`config.mk`:
```
export PLATFORM = sky130hd
export DESIGN_NAME = mem_access_stage_flat
export DESIGN_NICKNAME = d
export VERILOG_FILES = /design/src/rtl/mem_access_stage_if.sv /design/src/rtl/mem_access_stage.sv /design/src/flat_wrapper.sv
export SDC_FILE = /design/constraint.sdc
export NUM_CORES = 1
export LEC_CHECK = 0
export ABC_AREA = 1
export BUFFER_PORTS_ARGS = -buffer_cell sky130_fd_sc_hd__clkbuf_2
export CAP_MARGIN = 20
export CORE_UTILIZATION = 44
export CTS_CLUSTER_SIZE = 25
export DETAILED_ROUTE_END_ITERATION = 10
export PLACE_DENSITY = 0.77
export SYNTH_ARGS = -nofsm -noshare
export SYNTH_HDL_FRONTEND = slang
export SYNTH_SLANG_ARGS = --single-unit
```
`constraint.sdc`:
```
create_clock -name clk -period 1.5 [get_ports clk]
set_input_delay 0.3 -clock clk [delete_from_list [all_inputs] [get_ports clk]]
set_output_delay 0.3 -clock clk [all_outputs]
set_load 0.01 [all_outputs]
```
`src/rtl/mem_access_stage_if.sv`:
```
// Data-memory req/ack bus between the MEM stage and data memory.
// The stage is the master; the memory model or SRAM wrapper is the slave.
interface mem_access_stage_if;
    logic        dmem_req;
    logic        dmem_we;
    logic [31:0] dmem_addr;
    logic [3:0]  dmem_be;
    logic [31:0] dmem_wdata;
    logic        dmem_ack;
    logic [31:0] dmem_rdata;

    modport master (
        output dmem_req, dmem_we, dmem_addr, dmem_be, dmem_wdata,
        input  dmem_ack, dmem_rdata
    );

    modport slave (
        input  dmem_req, dmem_we, dmem_addr, dmem_be, dmem_wdata,
        output dmem_ack, dmem_rdata
    );
endinterface

```
`src/rtl/mem_access_stage.sv`:
```
// MEM-stage load/store unit: req/ack data-memory access with timeout abort.
// Optional MEM_MISALIGN_TRAP_EN faults misaligned half/word ops without a bus access.
module mem_access_stage #(
    parameter int unsigned TIMEOUT = 16
) (
    input  logic        clk,
    input  logic        rst_n,
    input  logic [1:0]  WB_X,
    input  logic        MemRead_X,
    input  logic        MemWrite_X,
    input  logic [1:0]  MemSize_X,
    input  logic        MemUnsigned_X,
    input  logic [31:0] ALUOut_X,
    input  logic [31:0] WriteData_X,
    input  logic [4:0]  WriteReg_X,
    output logic [1:0]  WB_M,
    output logic [31:0] ReadData_M,
    output logic [31:0] ALUOut_M,
    output logic [4:0]  WriteReg_M,
    output logic        Stall_M,
    output logic        Fault_M,
    mem_access_stage_if.master dmem
);

    typedef enum logic [1:0] {
        S_IDLE,
        S_REQ,
        S_DONE
    } state_t;

    state_t      r_state;
    logic [7:0]  r_cnt;
    logic        r_fault;
    logic [31:0] r_rdata;

    logic        w_mem;
    logic        w_st;
    logic [1:0]  w_a;
    logic        w_mis;
    logic [3:0]  w_be;
    logic [31:0] w_wdata;
    logic [7:0]  w_byte;
    logic [15:0] w_half;
    logic [31:0] w_ld;
    logic [7:0]  w_cnt_nx;

    assign w_mem    = MemRead_X | MemWrite_X;
    assign w_st     = MemWrite_X;
    assign w_a      = ALUOut_X[1:0];
    assign w_cnt_nx = r_cnt + 8'd1;

`ifdef MEM_MISALIGN_TRAP_EN
    assign w_mis = ((MemSize_X == 2'b01) & w_a[0]) |
                   (MemSize_X[1] & (w_a != 2'b00));
`else
    assign w_mis = 1'b0;
`endif

    // Loads always enable all lanes; the lane is picked on return.
    always_comb begin
        w_be    = 4'b1111;
        w_wdata = WriteData_X;
        if (w_st) begin
            unique case (MemSize_X)
                2'b00: begin
                    w_be    = 4'b0001 << w_a;
                    w_wdata = {4{WriteData_X[7:0]}};
                end
                2'b01: begin
                    w_be    = w_a[1] ? 4'b1100 : 4'b0011;
                    w_wdata = {2{WriteData_X[15:0]}};
                end
                default: begin
                    w_be    = 4'b1111;
                    w_wdata = WriteData_X;
                end
            endcase
        end
    end

    always_comb begin
        unique case (w_a)
            2'b00:   w_byte = dmem.dmem_rdata[7:0];
            2'b01:   w_byte = dmem.dmem_rdata[15:8];
            2'b10:   w_byte = dmem.dmem_rdata[23:16];
            default: w_byte = dmem.dmem_rdata[31:24];
        endcase
        w_half = w_a[1] ? dmem.dmem_rdata[31:16] : dmem.dmem_rdata[15:0];
        unique case (MemSize_X)
            2'b00:   w_ld = {{24{~MemUnsigned_X & w_byte[7]}}, w_byte};
            2'b01:   w_ld = {{16{~MemUnsigned_X & w_half[15]}}, w_half};
            default: w_ld = dmem.dmem_rdata;
        endcase
    end

    always_ff @(posedge clk or negedge rst_n) begin
        if (!rst_n) begin
            r_state         <= S_IDLE;
            r_cnt           <= 8'd0;
            r_fault         <= 1'b0;
            r_rdata         <= 32'd0;
            dmem.dmem_req   <= 1'b0;
            dmem.dmem_we    <= 1'b0;
            dmem.dmem_addr  <= 32'd0;
            dmem.dmem_be    <= 4'd0;
            dmem.dmem_wdata <= 32'd0;
        end else begin
            unique case (r_state)
                S_IDLE: begin
                    if (w_mem) begin
                        if (w_mis) begin
                            r_fault <= 1'b1;
                            r_rdata <= 32'd0;
                            r_state <= S_DONE;
                        end else begin
                            dmem.dmem_req   <= 1'b1;
                            dmem.dmem_we    <= w_st;
                            dmem.dmem_addr  <= {ALUOut_X[31:2], 2'b00};
                            dmem.dmem_be    <= w_be;
                            dmem.dmem_wdata <= w_wdata;
                            r_cnt           <= 8'd0;
                            r_state         <= S_REQ;
                        end
                    end
                end
                S_REQ: begin
                    r_cnt <= w_cnt_nx;
                    if (dmem.dmem_ack) begin
                        r_rdata       <= w_st ? 32'd0 : w_ld;
                        dmem.dmem_req <= 1'b0;
                        dmem.dmem_we  <= 1'b0;
                        r_state       <= S_DONE;
                    end else if (w_cnt_nx == 8'(TIMEOUT)) begin
                        r_rdata       <= 32'd0;
                        r_fault       <= 1'b1;
                        dmem.dmem_req <= 1'b0;
                        dmem.dmem_we  <= 1'b0;
                        r_state       <= S_DONE;
                    end
                end
                S_DONE: begin
                    r_cnt   <= 8'd0;
                    r_fault <= 1'b0;
                    r_state <= S_IDLE;
                end
                default: r_state <= S_IDLE;
            endcase
        end
    end

    assign ALUOut_M   = ALUOut_X;
    assign WriteReg_M = WriteReg_X;

    always_comb begin
        WB_M       = WB_X;
        ReadData_M = 32'd0;
        Stall_M    = 1'b0;
        Fault_M    = 1'b0;
        unique case (r_state)
            S_IDLE: begin
                if (w_mem) begin
                    Stall_M = 1'b1;
                    WB_M    = 2'b00;
                end
            end
            S_REQ: begin
                Stall_M = 1'b1;
                WB_M    = 2'b00;
            end
            S_DONE: begin
                ReadData_M = r_rdata;
                WB_M       = r_fault ? 2'b00 : WB_X;
                Fault_M    = r_fault;
            end
            default: ;
        endcase
    end

endmodule

```
`src/flat_wrapper.sv`:
```
// flat-port wrapper written by rule: the top's interface ports become plain ports
module mem_access_stage_flat 
#(
    parameter int unsigned TIMEOUT = 16
)
  (clk, rst_n, WB_X, MemRead_X, MemWrite_X, MemSize_X, MemUnsigned_X, ALUOut_X, WriteData_X, WriteReg_X, WB_M, ReadData_M, ALUOut_M, WriteReg_M, Stall_M, Fault_M, dmem_dmem_req, dmem_dmem_we, dmem_dmem_addr, dmem_dmem_be, dmem_dmem_wdata, dmem_dmem_ack, dmem_dmem_rdata);
  mem_access_stage_if dmem_i ();
  input  logic clk;
  input  logic rst_n;
  input  logic [1:0] WB_X;
  input  logic MemRead_X;
  input  logic MemWrite_X;
  input  logic [1:0] MemSize_X;
  input  logic MemUnsigned_X;
  input  logic [31:0] ALUOut_X;
  input  logic [31:0] WriteData_X;
  input  logic [4:0] WriteReg_X;
  output logic [1:0] WB_M;
  output logic [31:0] ReadData_M;
  output logic [31:0] ALUOut_M;
  output logic [4:0] WriteReg_M;
  output logic Stall_M;
  output logic Fault_M;
  output wire logic [$bits(dmem_i.dmem_req)-1:0] dmem_dmem_req;
  output wire logic [$bits(dmem_i.dmem_we)-1:0] dmem_dmem_we;
  output wire logic [$bits(dmem_i.dmem_addr)-1:0] dmem_dmem_addr;
  output wire logic [$bits(dmem_i.dmem_be)-1:0] dmem_dmem_be;
  output wire logic [$bits(dmem_i.dmem_wdata)-1:0] dmem_dmem_wdata;
  input wire logic [$bits(dmem_i.dmem_ack)-1:0] dmem_dmem_ack;
  input wire logic [$bits(dmem_i.dmem_rdata)-1:0] dmem_dmem_rdata;
  assign dmem_dmem_req = dmem_i.dmem_req;
  assign dmem_dmem_we = dmem_i.dmem_we;
  assign dmem_dmem_addr = dmem_i.dmem_addr;
  assign dmem_dmem_be = dmem_i.dmem_be;
  assign dmem_dmem_wdata = dmem_i.dmem_wdata;
  assign dmem_i.dmem_ack = dmem_dmem_ack;
  assign dmem_i.dmem_rdata = dmem_dmem_rdata;
  mem_access_stage #(.TIMEOUT(TIMEOUT)) u_core (.clk(clk), .rst_n(rst_n), .WB_X(WB_X), .MemRead_X(MemRead_X), .MemWrite_X(MemWrite_X), .MemSize_X(MemSize_X), .MemUnsigned_X(MemUnsigned_X), .ALUOut_X(ALUOut_X), .WriteData_X(WriteData_X), .WriteReg_X(WriteReg_X), .WB_M(WB_M), .ReadData_M(ReadData_M), .ALUOut_M(ALUOut_M), .WriteReg_M(WriteReg_M), .Stall_M(Stall_M), .Fault_M(Fault_M), .dmem(dmem_i));
endmodule
```
==> results of run 1 <==
## metrics by stage
step	TNS (ns)	util [%]	std cells
2_1_floorplan	-1.64	-	783
6_report	-13.92	62.5	1207
4_1_cts	-11.80	61.7	1204
5_1_grt	-22.02	62.5	1207
3_5_place_dp	-4.79	56.5	1172
3_3_place_gp	-2.50	56.5	1172
## area by class of cell
| type | count | area, um^2 |
|---|---|---|
| flip-flops and latches | 111 | 2780 |
| repair buffers | 310 | 2050 |
| fillers | 1151 | 5020 |
| inverters | 88 | 343 |
| clock inverters | 7 | 101 |
| multi-input cells | 506 | 2660 |
| clock buffers | 9 | 225 |
| well taps | 176 | 220 |
## sequential cells by signal, summed over array words and instances (netlist names), 2 cells and up
signal,count
u_core.dmem.dmem_addr,30
u_core.r_cnt,8
u_core.dmem.dmem_be,4
u_core.r_rdata,32
u_core.r_state,2
u_core.dmem.dmem_wdata,32
## report_power, final
group	total, mW	internal [mW]	switching [mW]	leakage (nW)
clock	2.70	1.49	1.22	0.158
sequential	5.25	4.34	0.904	1.36
combinational	6.55	2.96	3.59	3.00
total	14.5	8.79	5.71	4.52
## worst min-delay path, cell delays in order
cell and delay, ns:
clkbuf_2 0.09, nand2_1 0.05, nand2_1 0.04
## synth_stat cells, drive strengths merged
cell type,count,share of area [%]
inv,88,5.4
nor2,84,5.9
dfrtp,111,45
nand3,78,9.1
o211ai,8,0.98
buf,66,7.6
clkbuf,12,0.74
nand4,1,0.10
nand2,221,14
a41oi,1,0.14
o22ai,17,1.8
a21oi,38,3.2
o21ai,42,3.8
conb,1,0.061
or2,2,0.21
a31oi,9,0.92
ha,1,0.20
nand3b,1,0.12
o21bai,1,0.18
## layer usage
layer | track usage (%) | up-vias | wire length, um
li1 | - | 2934 | -
met1 | 31.5 | 2935 | 7110
met2 | 46.2 | 276 | 9640
met3 | 6.32 | 46 | 1410
met4 | 11.5 | 0 | 614
met5 | 0 | - | 0
## cells by family after synthesis
| family | Yosys count | share of synthesized area [%] |
|---|---|---|
| other | 1 | 0.0614 |
| adder cells (fa/ha/maj) | 1 | 0.205 |
| AND/OR/NAND/NOR | 387 | 29.4 |
| AO/OA/AOI/OAI | 116 | 11.1 |
| buffers and inverters | 166 | 13.8 |
| flip-flops | 111 | 45.5 |
## worst min path at each step
stage	from	to	slack, ns
after floorplan	rst_n	u_core.dmem.dmem_addr[10]$_DFFE_PN0P_	0.004
after global placement	rst_n	u_core.r_rdata[9]$_DFFE_PN0P_	0.19
after detailed placement	rst_n	u_core.r_rdata[9]$_DFFE_PN0P_	0.19
after CTS	ALUOut_X[5]	u_core.dmem.dmem_addr[5]$_DFFE_PN0P_	0.14
after global routing	ALUOut_X[14]	u_core.dmem.dmem_addr[14]$_DFFE_PN0P_	0.14
final	ALUOut_X[12]	u_core.dmem.dmem_addr[12]$_DFFE_PN0P_	0.14
## repair_timing
action / CTS / global route
setup buffers: 11 / 4
setup endpoints to repair: 83 / 102
endpoints found under the hold margin: 15 / 0
resized for setup: 33 / 54
pin swaps: 22 / 17
cloned: 6 / 1
hold buffers: 1 / 0
==> metrics.md, run 1 <==
| Metric | Value |
|---|---|
| Cells after Synth | `782` |
| Crit path max-delay cell type | `dfrtp_1` |
| Commonest non-fill, non-tap cells in the layout | `clkbuf_2, nand2_1, dfrtp_1` |
| Max Slew Vio Count | `0` |
| Fin crit period | `1.78 ns` |
| Syn avg cell area | `7.81 um^2` |
| Worst Setup EP | `u_core.r_rdata[13]$_DFFE_PN0P_` |
| Max cap viols | `0` |
| Post-DRT Antenna Nets | `0` |
| Post-place setup slack | `-0.158 ns` |
| Status | `finished with violations` |
| Core area | `0.0134 mm^2` |
| Peak supply drop | `between 0.001 and 0.0015 V` |
| Total die area | `0.0144 mm^2` |
| Reg2reg end | `u_core.r_rdata[13]$_DFFE_PN0P_` |
| GR Util All Layers | `between 20% and 30%` |
| CTS buffer count | `9` |
| Reg2reg path depth | `11` |
| Via/cell ratio | `5.13` |
| Initial DRC Count | `593` |
| DR DRC count | `0` |
| Most common cell after layout, fill and taps aside | `clkbuf_2` |
| First-pass GRT wire length | `slightly below 30,000 um` |
| PnR worst setup slack | `-0.276 ns` |
| Detailed Route WL | `18,800 um` |
| Seq/Total Area, Yosys | `45.5%` |
| CP Max Fanout | `8` |
| Area post-placement | `around 0.0076 mm^2` |
| Boundary pin count | `254` |
| Port bufs | `around 240` |
| Worst Setup End Kind | `flip-flop` |
| Post-synthesis register bit count | `between 100 and 150` |
| Cell count along the critical path | `11` |
| Die Span Y | `~120 um` |
| Worst hold path type | `in2reg` |
| Failing checks | `negative setup slack` |
| Clock skew | `0.00979 ns` |
| Worst r2r src | `u_core.r_cnt[1]$_DFFE_PN0P_` |
| CP required | `1.75 ns` |
| Fin crit share | `118%` |
| Mapped cell area | `0.00611 mm^2` |
| Setup crit start kind | `flip-flop` |
| Sinks on Clock Net | `111` |
| YS warnings | `0` |
| Total chip power | `14.5 mW` |
| Crit Path Category | `reg2reg` |
| # setup viols final | `73` |
| Yosys cell types | `33` |
| R2r setup slk | `-0.28 ns` |
| Initial Utilization | `45.6%` |
| Final #Nets | `1,138` |
| Fmax | `between 500 and 600 MHz` |
| Vias in the first global route | `5,981` |
| Leak Pwr | `~4.5 nW` |
| CP delay by family, top | `simple AND/OR/NAND/NOR gates` |
| Final Wtd Congestion | `0.878` |
| CP startpoint | `u_core.r_cnt[1]$_DFFE_PN0P_` |
| Largest net degree at the start of global routing | `50` |
| H-tree levels | `3` |
| Arrival time worst endpoint | `2.03 ns` |
| Clk Latency, worst-skew pair | `0.36 ns` |
| CTS max path bufs | `2` |
| Crit-path cells | `buf_4 -> inv_2 -> nor2_4 -> buf_4 -> nand3_1 -> nand2_2 -> nor2_4 -> nand3_4 -> buf_6 -> nand3_2 -> o21ai_2` |
| Root Buffer | `clkbuf_16` |
| Worst Hold Slack | `around 0.14 ns` |
| Detailed Routing Iterations Pass 1 | `6` |
| Fin. Hold Viols | `0` |
| N_diodes | `0` |
| Hold path depth | `3` |
| DR vias | `roughly 6,200` |
| Worst path max stage delay | `approximately 0.4 ns` |
| Buf+Inv Stages, Crit Path | `4` |
| WL/cell | `15.5 um` |
| P&R area growth vs syn | `37.2%` |
| TritonCTS clock tree | `built` |
| Remaining global-route overflow | `0` |
| PwrDens | `1730 mW/mm^2` |
| RSZ-0062 raised after global routing | `yes` |
| Clock transition at the registers of the reported paths | `0.08 ns` |
| Final instance area | `roughly 0.0084 mm^2` |
| Initial antenna violation count | `0` |
| DP HPWL | `~13,000 um` |
| Row count | `42` |
| Die X | `120 um` |
| Share of cells above drive strength 1 | `40.8%` |
No activity file was read; power rests on OpenSTA's default activity.
==> run 2: changes to the inputs <==
CORE_MARGIN = 4   (was not set)
==> run 2 against run 1 <==
The flow still finishes with violations (negative setup slack). Count of clock-buffer cells in the layout is 2 higher. Non-clock buffer count down 7. Setup slack gained 0.032 ns. Fmax rose by 1.8%.
==> metrics.md, run 2 (synthesis gave the netlist of run 1 again) <==
| Metric | Value |
|---|---|
| DR DRC count | `0 (unchanged)` |
| Flop pwr share | `37.6% (was 36.2%)` |
| WL/cell | `15.9 um (was 15.5 um)` |
| Commonest non-fill, non-tap cells in the layout | `clkbuf_2, nand2_1, dfrtp_1 (unchanged)` |
| Area of the multi-input gates | `0.00269 mm^2 (was 0.00266 mm^2)` |
| Most common cell after layout, fill and taps aside | `clkbuf_2 (unchanged)` |
| CTS buffer count | `9 (unchanged)` |
| CTS max path bufs | `2 (unchanged)` |
| PnR worst setup slack | `-0.244 ns (was -0.276 ns)` |
| P&R area growth vs syn | `35.1% (was 37.2%)` |
| Remaining global-route overflow | `0 (unchanged)` |
| Detailed Routing Iterations Pass 1 | `5 (was 6)` |
| Hold_sp | `ALUOut_X[27] (was ALUOut_X[12])` |
| Die X | `126 um (was 120 um)` |
| Die Span Y | `126 um (was 120 um)` |
| Setup crit start kind | `flip-flop (unchanged)` |
| Via/cell ratio | `5.08 (was 5.13)` |
| DR vias | `6,102 (was 6,191)` |
| Initial antenna violation count | `1 (was 0)` |
| Worst slew margin | `62.3%` |
| Clock power share | `16.7% (was 18.6%)` |
| Sinks on Clock Net | `111 (unchanged)` |
| Largest net degree at the start of global routing | `69 (was 50)` |
| Share of cells above drive strength 1 | `40.8% (about the same)` |
| Initial Utilization | `45.6% (unchanged)` |
| Post-DRT Antenna Nets | `0 (unchanged)` |
| Switch share | `40.8% (was 39.4%)` |
| Worst r2r src | `u_core.r_cnt[0]$_DFFE_PN0P_ (was u_core.r_cnt[1]$_DFFE_PN0P_)` |
| RSZ-0062 raised after global routing | `yes (unchanged)` |
| Max Slew Vio Count | `0 (unchanged)` |
| DP HPWL | `13,500 um (was 13,300 um)` |
| Detailed Route WL | `19,200 um (was 18,800 um)` |
| Boundary pin count | `254 (unchanged)` |
| Initial DRC Count | `506 (was 593)` |
| Clk Latency, worst-skew pair | `0.35 ns (was 0.36 ns)` |
| H-tree levels | `3 (unchanged)` |
| Fillcell total | `1,169 (was 1,151)` |
| Fin crit share | `116% (was 118%)` |
| TritonCTS clock tree | `built (unchanged)` |
| Final Wtd Congestion | `0.883 (was 0.878)` |
| Vias in the first global route | `5,819 (was 5,981)` |
| Sw Pwr | `5.70 mW (was 5.71 mW)` |
| Row count | `42 (unchanged)` |
| First-pass GRT wire length | `28,900 um (was 29,600 um)` |
| Worst hold path type | `in2reg (unchanged)` |
| Final cell count without fillers | `1,201 (was 1,207)` |
| Post-route setup TNS | `-14.05 ns (was -13.92 ns)` |
| Clock transition at the registers of the reported paths | `0.07 ns (was 0.08 ns)` |
| Arrival time worst endpoint | `1.44 ns (was 2.03 ns)` |
| CP startpoint | `u_core.r_state[0]$_DFFE_PN0P_ (was u_core.r_cnt[1]$_DFFE_PN0P_)` |
| Internal power | `8.27 mW (was 8.79 mW)` |
| DP Cell Count | `1,171 (was 1,172)` |
| GR Util All Layers | `22.3% (was 26.7%)` |
| Fin crit period | `1.74 ns (was 1.78 ns)` |
| Slew of the pin with the lowest slew margin | `0.565 ns` |
| Leak Pwr | `4.43 nW (was 4.52 nW)` |
| Fmax | `573 MHz (was 563 MHz)` |
| PwrDens | `1690 mW/mm^2 (was 1730 mW/mm^2)` |
| Failing checks | `negative setup slack (unchanged)` |
| # setup viols final | `73 (unchanged)` |
| CP Max Fanout | `33 (was 8)` |
| Total die area | `0.0158 mm^2 (was 0.0144 mm^2)` |
| Worst Setup End Kind | `primary output (was flip-flop)` |
| Post-place setup slack | `-0.212 ns (was -0.158 ns)` |
| Core area | `0.0134 mm^2 (unchanged)` |
| Max cap viols | `0 (unchanged)` |
| CP required | `1.20 ns (was 1.75 ns)` |
| Crit Path Category | `reg2out (was reg2reg)` |
| Status | `finished with violations (unchanged)` |
| Combinational share of power | `45.7% (was 45.2%)` |
| Root Buffer | `clkbuf_16 (unchanged)` |
| Final #Nets | `1,131 (was 1,138)` |
| Fin. Hold Viols | `0 (unchanged)` |
| Port bufs | `241 (unchanged)` |
| Area taken by flip-flops and latches | `0.00278 mm^2 (unchanged)` |
| Clock skew | `0.00738 ns (was 0.00979 ns)` |
| Largest regs | `u_core.dmem.dmem_wdata x32, u_core.r_rdata x32, u_core.dmem.dmem_addr x30 (unchanged)` |
| Peak supply drop | `0.00113 V (was 0.00100 V)` |
==> run 2: final cells by class <==
| type | instances | share of cell area [%] |
|---|---|---|
| diodes | 1 | 0.0303 |
| clock buffers | 11 | 2.94 |
| multi-input cells | 506 | 32.6 |
| flip-flops and latches | 111 | 33.7 |
| clock inverters | 5 | 0.470 |
| inverters | 88 | 4.12 |
| well taps | 176 | 2.67 |
| repair buffers | 303 | 23.5 |
==> run 2: final timing paths <==
path	to	slack, ns	depth (start not counted)
min in group asynchronous	u_core.r_state[0]$_DFFE_PN0P_	0.50	3
max in group asynchronous	u_core.dmem.dmem_addr[11]$_DFFE_PN0P_	0.51	3
setup / recovery	Fault_M	-0.24	5
setup reg to reg	u_core.r_rdata[0]$_DFFE_PN0P_	-0.24	11
hold / removal	u_core.dmem.dmem_addr[27]$_DFFE_PN0P_	0.15	3
hold reg to reg	u_core.dmem.dmem_req$_DFFE_PN0P_	0.48	2
==> run 2: timing repair <==
action,4_1_cts,5_1_grt
endpoints found under the setup margin,72,131
cloned,1,4
setup buffers,4,6
resized for setup,20,70
hold buffers,1,0
endpoints found under the hold margin,68,0
pin swaps,9,22
==> run 2: stage by stage <==
stage | hold WS, ns | utilization, % | power, mW | cell area [um^2]
finish | 0.155 | 61.6 | 14.0 | 8250
CTS | 0.142 | 59.3 | 13.4 | 7950
global route | 0.149 | 61.6 | 14.9 | 8250
detailed placement | 0.351 | 56.3 | 10.9 | 7540
floorplan | 0.00441 | - | 8.42 | 6130
global placement | 0.346 | 56.3 | 10.7 | 7540
==> run 2: per-layer routing <==
layer  track usage [%]  routed length, um  vias up  part of all wire (%)
met5                 0                  0        -                     0
met4              6.12                430        0                   2.2
met3              7.24               1750       35                   9.1
met2              39.2               9810      291                    51
met1              26.3               7160     2857                    37
li1                  -                  -     2919                     -
==> run 2: worst max-delay path, cell delays in order (launching register included) <==
cell	delay, ns
dfrtp_1	0.42
inv_2	0.10
nand2_2	0.08
buf_12	0.18
nor2_1	0.15
clkbuf_2	0.16
==> run 2: power by group through the flow <==
stage	Combinational [mW]	Sequential [mW]	Clock (mW)
after detailed placement	5.71	5.21	0
after floorplan	2.89	5.53	0
after global placement	5.54	5.19	0
after CTS	5.88	5.19	2.38
final	6.38	5.25	2.34
after global routing	7.01	5.39	2.48
